$ cat src/rtl/cpu_pkg.sv
// Shared types and constants for the program sequencer: opcodes, FSM states,
// instruction field positions and the decoded control bundle.
package cpu_pkg;

    localparam int PC_W    = 3;
    localparam int INSTR_W = 12;
    localparam int DADDR_W = 4;
    localparam int RF_AW   = 3;
    localparam int IMM_W   = 4;

    // Field positions in the 12-bit instruction word
    localparam int OPC_HI = 11;
    localparam int OPC_LO = 9;
    localparam int RD_HI  = 8;
    localparam int RD_LO  = 6;
    localparam int RS_HI  = 5;
    localparam int RS_LO  = 3;
    localparam int RT_HI  = 2;
    localparam int RT_LO  = 0;
    localparam int MR_HI  = 6;
    localparam int MR_LO  = 4;
    localparam int MA_HI  = 3;
    localparam int MA_LO  = 0;

    typedef enum logic [2:0] {
        LOAD  = 3'b000,
        STORE = 3'b001,
        SUB   = 3'b010,
        ADD   = 3'b011,
        ADDI  = 3'b101,
        JMP   = 3'b111
    } opcode_t;

    typedef enum logic [2:0] {
        IDLE   = 3'd0,
        FETCH  = 3'd1,
        DECODE = 3'd2,
        EXEC   = 3'd3,
        WB     = 3'd4,
        HALT   = 3'd5
    } state_t;

    typedef struct packed {
        logic [RF_AW-1:0]   rf_raddr_a;
        logic [RF_AW-1:0]   rf_raddr_b;
        logic [RF_AW-1:0]   rf_waddr;
        logic               rf_wsrc;
        logic               alu_op;
        logic               alu_b_imm;
        logic [IMM_W-1:0]   imm;
        logic [DADDR_W-1:0] dm_addr;
    } dp_t;

    typedef struct packed {
        dp_t             dp;
        logic            dm_we;
        logic            rf_we;
        logic            jump;
        logic [PC_W-1:0] jmp_target;
        logic            illegal;
    } ctrl_t;

    localparam dp_t   DP_IDLE   = '0;
    localparam ctrl_t CTRL_IDLE = '0;

    function automatic logic [PC_W-1:0] pc_inc(input logic [PC_W-1:0] pc_v);
        return pc_v + {{(PC_W-1){1'b0}}, 1'b1};
    endfunction

endpackage

$ cat src/rtl/instr_decoder.sv
// Combinational instruction decoder: maps an instruction word onto the
// datapath selects and the strobe/branch intent of that instruction.
module instr_decoder
    import cpu_pkg::*;
(
    input  logic [INSTR_W-1:0] instr_i,
    output ctrl_t              ctrl_o
);

    logic [2:0] opc_d;

    assign opc_d = instr_i[OPC_HI:OPC_LO];

    // Decode opcode into control bundle; unlisted fields stay at zero
    always_comb begin
        ctrl_o = CTRL_IDLE;
        case (opc_d)
            LOAD: begin
                ctrl_o.dp.rf_waddr = instr_i[MR_HI:MR_LO];
                ctrl_o.dp.dm_addr  = instr_i[MA_HI:MA_LO];
                ctrl_o.dp.rf_wsrc  = 1'b0;
                ctrl_o.rf_we       = 1'b1;
            end
            STORE: begin
                ctrl_o.dp.rf_raddr_a = instr_i[MR_HI:MR_LO];
                ctrl_o.dp.dm_addr    = instr_i[MA_HI:MA_LO];
                ctrl_o.dm_we         = 1'b1;
            end
            SUB, ADD: begin
                ctrl_o.dp.rf_waddr   = instr_i[RD_HI:RD_LO];
                ctrl_o.dp.rf_raddr_a = instr_i[RS_HI:RS_LO];
                ctrl_o.dp.rf_raddr_b = instr_i[RT_HI:RT_LO];
                ctrl_o.dp.alu_op     = (opc_d == SUB) ? 1'b1 : 1'b0;
                ctrl_o.dp.rf_wsrc    = 1'b1;
                ctrl_o.rf_we         = 1'b1;
            end
            ADDI: begin
                ctrl_o.dp.rf_waddr   = instr_i[RD_HI:RD_LO];
                ctrl_o.dp.rf_raddr_a = instr_i[RS_HI:RS_LO];
                ctrl_o.dp.imm        = {1'b0, instr_i[RT_HI:RT_LO]};
                ctrl_o.dp.alu_b_imm  = 1'b1;
                ctrl_o.dp.alu_op     = 1'b0;
                ctrl_o.dp.rf_wsrc    = 1'b1;
                ctrl_o.rf_we         = 1'b1;
            end
            JMP: begin
                ctrl_o.jump       = 1'b1;
                ctrl_o.jmp_target = instr_i[RT_HI:RT_LO];
            end
            default: begin
                ctrl_o.illegal = 1'b1;
            end
        endcase
    end

endmodule

$ cat src/rtl/program_sequencer.sv
// Multi-cycle fetch/decode/execute/writeback sequencer for an 8-entry program
// with registered control strobes and a sticky illegal-opcode halt.
module program_sequencer
    import cpu_pkg::*;
(
    input  logic               clk,
    input  logic               reset,
    input  logic               run,
    input  logic               step,
    input  logic [INSTR_W-1:0] instruction,
    output logic [PC_W-1:0]    pc,
    output logic [RF_AW-1:0]   rf_raddr_a,
    output logic [RF_AW-1:0]   rf_raddr_b,
    output logic [RF_AW-1:0]   rf_waddr,
    output logic               rf_we,
    output logic               rf_wsrc,
    output logic               alu_op,
    output logic               alu_b_imm,
    output logic [IMM_W-1:0]   imm,
    output logic [DADDR_W-1:0] dm_addr,
    output logic               dm_we,
    output logic               busy,
    output logic               illegal
);

    state_t             state_q;
    logic [PC_W-1:0]    pc_q;
    logic [INSTR_W-1:0] ir_q;
    logic [INSTR_W-1:0] dec_in_d;
    dp_t                dp_q;
    logic               dm_we_q;
    logic               rf_we_q;
    logic               busy_q;
    logic               illegal_q;
    ctrl_t              ctrl_d;

    // One decoder serves both phases: the memory bus in DECODE (so the selects
    // can be registered for EXEC), the latched IR afterwards
    always_comb begin
        dec_in_d = ir_q;
        if (state_q == DECODE) begin
            dec_in_d = instruction;
        end else begin
            dec_in_d = ir_q;
        end
    end

    instr_decoder u_dec (
        .instr_i (dec_in_d),
        .ctrl_o  (ctrl_d)
    );

    // Sequencer FSM with PC, IR and registered strobe/select outputs
    always_ff @(posedge clk or posedge reset) begin
        if (reset) begin
            state_q   <= IDLE;
            pc_q      <= '0;
            ir_q      <= '0;
            dp_q      <= DP_IDLE;
            dm_we_q   <= 1'b0;
            rf_we_q   <= 1'b0;
            busy_q    <= 1'b0;
            illegal_q <= 1'b0;
        end else begin
            case (state_q)
                IDLE: begin
                    if (run || step) begin
                        state_q <= FETCH;
                        busy_q  <= 1'b1;
                    end else begin
                        state_q <= IDLE;
                        busy_q  <= 1'b0;
                    end
                end
                FETCH: begin
                    state_q <= DECODE;
                end
                DECODE: begin
                    ir_q    <= instruction;
                    dp_q    <= ctrl_d.dp;
                    dm_we_q <= ctrl_d.dm_we;
                    state_q <= EXEC;
                end
                EXEC: begin
                    dm_we_q <= 1'b0;
                    if (ctrl_d.illegal) begin
                        illegal_q <= 1'b1;
                        dp_q      <= DP_IDLE;
                        busy_q    <= 1'b0;
                        state_q   <= HALT;
                    end else begin
                        pc_q    <= ctrl_d.jump ? ctrl_d.jmp_target : pc_inc(pc_q);
                        rf_we_q <= ctrl_d.rf_we;
                        state_q <= WB;
                    end
                end
                WB: begin
                    rf_we_q <= 1'b0;
                    dp_q    <= DP_IDLE;
                    if (run) begin
                        state_q <= FETCH;
                        busy_q  <= 1'b1;
                    end else begin
                        state_q <= IDLE;
                        busy_q  <= 1'b0;
                    end
                end
                HALT: begin
                    state_q <= HALT;
                    busy_q  <= 1'b0;
                    dm_we_q <= 1'b0;
                    rf_we_q <= 1'b0;
                    dp_q    <= DP_IDLE;
                end
                default: begin
                    state_q <= IDLE;
                    busy_q  <= 1'b0;
                    dm_we_q <= 1'b0;
                    rf_we_q <= 1'b0;
                    dp_q    <= DP_IDLE;
                end
            endcase
        end
    end

    assign pc         = pc_q;
    assign rf_raddr_a = dp_q.rf_raddr_a;
    assign rf_raddr_b = dp_q.rf_raddr_b;
    assign rf_waddr   = dp_q.rf_waddr;
    assign rf_wsrc    = dp_q.rf_wsrc;
    assign alu_op     = dp_q.alu_op;
    assign alu_b_imm  = dp_q.alu_b_imm;
    assign imm        = dp_q.imm;
    assign dm_addr    = dp_q.dm_addr;
    assign dm_we      = dm_we_q;
    assign rf_we      = rf_we_q;
    assign busy       = busy_q;
    assign illegal    = illegal_q;

endmodule
$ cat config.mk
export PLATFORM = sky130hd
export DESIGN_NAME = program_sequencer
export DESIGN_NICKNAME = d
export VERILOG_FILES = /design/src/rtl/cpu_pkg.sv /design/src/rtl/instr_decoder.sv /design/src/rtl/program_sequencer.sv
export SDC_FILE = /design/constraint.sdc
export NUM_CORES = 1
export LEC_CHECK = 0
export ABC_AREA = 0
export ABC_CLOCK_PERIOD_IN_PS = 3890
export CAP_MARGIN = 5
export CORE_UTILIZATION = 60
export DETAILED_ROUTE_END_ITERATION = 7
export DONT_BUFFER_PORTS = 1
export PLACE_DENSITY = 0.82
export REMOVE_ABC_BUFFERS = 1
export SETUP_SLACK_MARGIN = 0.3
export SLEW_MARGIN = 20
export SYNTH_ARGS = -nofsm -noshare
export SYNTH_HDL_FRONTEND = slang
export SYNTH_SLANG_ARGS = --single-unit
$ cat constraint.sdc
create_clock -name clk -period 3.89 [get_ports clk]
set_input_delay 0.778 -clock clk [delete_from_list [all_inputs] [get_ports clk]]
set_output_delay 0.778 -clock clk [all_outputs]
set_load 0.01 [all_outputs]
After elaboration in Yosys (flattened, before gate mapping) --
Cells that the tools add are included. Widths: inputs -> output; s select.
Word-level totals: logic and storage cells 74, input port bits 16, output and inout bits 27, register bits 42
Operators by class: bitwise logic cells 4, mux-type cells 25, equal/unequal tests 12, reduce and logical (&&, ||, !) cells 17, add/sub/neg operators 1
Operators with widths (number):
- $pmux 20 s3 | 1
- $mux 20 | 1
- $pmux 3 s6 | 1
- $eq 3x2->1 const B | 4
- $eq 3x3->1 const B | 4
- $mux 12 | 1
- $mux 1 | 11
- $reduce_and 2->1 | 5
- $reduce_or 3->1 | 3
- $mux 4 | 2
- $pmux 4 s2 | 1
- $reduce_or 2->1 | 4
- $eq 3x1->1 const B | 2
- $logic_not 3->1 | 2
- $mux 3 | 2
- $pmux 3 s2 | 1
- $reduce_or 6->1 | 1
- $mux 5 | 1
- $ne 2x2->1 const B | 2
- $not 1->1 | 4
- $pmux 1 s2 | 2
- $pmux 1 s4 | 1
- $reduce_or 4->1 | 1
- $add 3x1->3 const B | 1
- $logic_or 1x1->1 | 1

Logic depth before layout (Yosys ltp) --
depth after elaboration 7, mapped depth 6, mapped depth without buffers 4

Cells and area by module --
A second synthesis with hierarchy kept.
Second synthesis, totals: cells, all modules 174, area total of the unflattened synthesis 2028.2 um2
By module, submodules not included:
- program_sequencer | cells an instance 126, area each 1686.6 um2, instances 1
- instr_decoder | cells an instance 48, area each 341.6 um2, instances 1

Worst setup path after synthesis --
Ideal clock, no wire load.
path type input-to-reg, start in instruction[11], end reg pc_q[2], in the netlist pc[2], stages 5, arrival time 1733 ps, slack 2033 ps, buffers on the path 1, cells stage by stage clkbuf_1 > nand3_1 > mux2i_4 > mux2i_1 > o2bb2ai_1
On the way: cells in the longest elaborated chain, start to end 4, elaborated cells on any way between the ends 11, classes of those cells eq/ne (5); mux (3); reduce/logical (3)
Ends and longest elaborated chain:
- start: declaration | line program_sequencer.sv:10 | input logic [INSTR_W-1:0] instruction,
- $mux 12 (*) | line program_sequencer.sv:41 | if (state_q == DECODE) begin
- $eq 3x1->1, or another cell as far along | line instr_decoder.sv:17 | case (opc_d)
- $reduce_or 6->1 (no source line) or $mux 4 (tied branches)
- $reduce_and 2->1 (no source line) or $mux 3 (tied branches)
- end signal: assignment | line program_sequencer.sv:92 | pc_q <= ctrl_d.jump ? ctrl_d.jmp_target : pc_inc(pc_q);
- end: declaration | line program_sequencer.sv:27 | logic [PC_W-1:0] pc_q;
Every way passes the cells marked *; elsewhere a longest branch is shown, timed or not. A chain may end at the register's enable or synchronous reset.

Worst setup path in the final report --
start reg state_q[1], end reg pc_q[1], in the netlist pc[1]
On the way: elaborated cells on any way between the ends 13, classes of those cells eq/ne (7); mux (3); reduce/logical (3)
RTL lines:
- start: declaration | line program_sequencer.sv:26 | state_t state_q;
- start signal: assignment | line program_sequencer.sv:56 | state_q <= IDLE;
- start signal: assignment | line program_sequencer.sv:68 | state_q <= FETCH;
- start signal: assignment | line program_sequencer.sv:71 | state_q <= IDLE;
- $eq 3x2->1 | line program_sequencer.sv:41
- $mux 12 | line program_sequencer.sv:41
- named net dec_in_d[1] | line program_sequencer.sv:29 | logic [INSTR_W-1:0] dec_in_d;
- $mux 4 | line instr_decoder.sv:17
- $mux 3 | line program_sequencer.sv:92
The timed path passes the listed nets, and every way through them passes these cells.

==> metrics.cfg <==
[timing]
post-route-period-util=0.505
slew_headroom=0.609
slew_violations=0
finalWorstSetupSlack_ns=1.93
setup_viol=0
finalSetupTns_ns=0
fmax_mhz=509
post-route-min-period_ns=1.96
rsz0062_at_grt=no
worstMarginPinSlew_ns=0.586
hold-worst-slack_ns=0.415
hold_violations=0
clock_skew_ns=0.00699

[clock_tree]
cts_inserted_buffers=5
cts.clk_slew.worst_paths_ns=0.09
clock_latency_ns=0.33
cts_setup_buffers=0
cts.hold.buffers_added=0
cts_tree=done
root_buffer=clkbuf_4
cts_resized=0
h-tree-depth=2
clockBufferDepth=2
cts.sinks=35

[setup_path]
cp_slowest_cell=dfrtp_1
cp.arrival_ns=2.18
crit_family=flip-flops
cpPeakStageDelay_ns=0.62
worst-path-buf-inv=0
crit_required_ns=4.10
worstPathMaxFanout=14
crit_path_start_kind=flip-flop
crit_path_end_kind=flip-flop
path_class=flip-flop to flip-flop
crit_chain=nor3b_4 > mux2_2 > mux2i_1 > o21ai_1

[placement]
dp_cells=167
place_ws_ns=1.93
gp_congestion=0.793
dp_hpwl_um=2220
portBuffers=0

[finish]
drive_gt1_frac=0.119
diodes=0
finalNonFillerCells=173
multi_input_area_um2=729
area_growth_pct=1.03
nNetsFinal=161
seqCellArea_um2=876
fill_cells=196

[pwr]
total_power_uw=1280
p_leak_uw=0.000786
pwr_density_cell_mw_per_mm2=748
ir_drop_uv=588

[floorplan]
die_h_um=55.1
start_util=0.659
core-area_mm2=0.00257
die-area_mm2=0.00304
die_x_um=55.1
top_level_ports=43
fp-row-count=18

[detailed_routing]
ant_nets=0
first_pass_iters=4
wl_per_cell_um=18.2
viasPerCell=6.49
drt_iter0_drc=27
route.detailed.drc=0
routed_wl_um=3140
vias=1123

[yosys]
async_reset_ff_frac=1.00
syn_avg_cell_area_um2=11.5
synth-seq-cells=35
yosys.cell_types.count=46
netlist_instances=147
yosys_warnings=0
ys.flop_type=dfrtp_1
synth_edf_count=0
yosysTopAreaCell=dfrtp_1
netlist_top_cells_area=dfrtp_1 (52%), a22o_1 (8.8%), nand2_1 (2.4%), o2bb2ai_1 (2.1%), buf_6 (2.0%)
synth_area_mm2=0.00169
yosysSeqAreaShare=0.517
yosys.area.top_type_share=0.517

[global_routing]
grt_usage=0.229
grt_pass1_vias=1036
grt_first_pass_wirelength_um=4730
gr-total-overflow=0
grt_antenna_before_repair=0
grt_start_max_net_pins=36

[status]
run_status=finished clean

[hold_path]
hold_path.class=primary input to async pin

[run]
max_cap_violations=0

layout make-up:
| cell class | count | share of cell area |
|---|---|---|
| multi-input cells | 96 | 0.426 |
| inverters | 5 | 0.0110 |
| well taps | 30 | 0.0219 |
| clock buffers | 6 | 0.0241 |
| flip-flops and latches | 35 | 0.512 |
| repair buffers | 1 | 0.00439 |
registers in the layout (all words and copies together) (netlist names):
signal / count
dm_addr: 4
pc: 3
dm_we: 1
ir_q: 6
busy: 1
rf_we: 1
rf_raddr_b: 3
alu_op: 1
imm: 3
rf_raddr_a: 3
rf_waddr: 3
illegal: 1
state_q: 3
alu_b_imm: 1
rf_wsrc: 1
per-stage QoR:
| step | utilization | instance area [um2] |
|---|---|---|
| floorplan | - | 1620 |
| global placement | 0.650 | 1670 |
| detailed placement | 0.650 | 1670 |
| CTS | 0.666 | 1710 |
| global route | 0.666 | 1710 |
| finish | 0.666 | 1710 |
cells in the final DEF, fill, tap and decap left out, drive strengths merged:
master	Yosys	layout
nor2	8	8
a211o	1	1
o2bb2ai	4	4
nor2b	4	4
a21o	2	2
clkbuf	6	6
xor2	1	1
or3b	1	1
ha	1	1
and3	1	1
o32ai	1	1
nand3	2	2
nor3b	1	1
conb	1	1
nor3	3	3
o22ai	2	2
a22oi	1	1
nand2	12	12
a21oi	3	3
a22o	17	17
or3	2	2
dfrtp	35	35
xnor2	1	1
o21bai	1	1
o2bb2a	2	2
a31oi	1	1
mux2	4	4
o21a	3	3
or2b	1	1
o211ai	1	1
mux2i	3	3
nand2b	4	4
buf	5	1
inv	5	5
a2bb2oi	2	2
a32o	1	1
o21ai	4	4
per-layer routing:
layer | up-vias | GRT usage | part of all wire
li1 | 521 | - | -
met1 | 547 | 0.284 | 0.43
met2 | 48 | 0.343 | 0.45
met3 | 7 | 0.120 | 0.099
met4 | 0 | 0.0750 | 0.017
met5 | - | 0 | 0
cell families after synthesis:
logic type | count (synthesis) | share of synthesized area
XOR/XNOR | 2 | 0.0103
other | 1 | 0.00222
AND/OR/NAND/NOR | 39 | 0.136
buffers and inverters | 16 | 0.0517
AO/OA/AOI/OAI | 46 | 0.221
adder cells (fa/ha/maj) | 1 | 0.00739
multiplexers | 7 | 0.0539
flip-flops | 35 | 0.517
where the power goes:
part / leakage [uW] / internal, uW / switching, uW
registers: 0.000453 / 496 / 180
clock network: 0.0000242 / 64.2 / 107
logic: 0.000308 / 210 / 224
total: 0.000786 / 770 / 510
Yosys cell counts, types with 3 or more instances:
cell,number
inv_1,5
clkbuf_1,6
o21a_1,3
nand2b_1,4
nor2_1,8
buf_6,3
dfrtp_1,35
o2bb2ai_1,4
mux2_2,3
a22o_1,17
nor2b_1,4
nand2_1,11
o21ai_0,3
path summary, 6_finish.rpt:
kind                       startpoint  cells past startpoint  slack, ns  endpoint
max                        state_q[1]                      4       1.93     pc[1]
min                             reset                      2       0.42     pc[0]
max reg2reg                state_q[1]                      4       1.93     pc[1]
min reg2reg                   ir_q[2]                      1       0.50   ir_q[2]
max in group asynchronous       reset                      2       3.17     dm_we
min in group clk              ir_q[2]                      1       0.50   ir_q[2]
worst reg2reg max path, stage by stage (launching register included):
cell and delay (ns):
dfrtp_1 0.62, nor3b_4 0.60, mux2_2 0.42, mux2i_1 0.13, o21ai_1 0.07
Power figures use the tool's default switching activity.
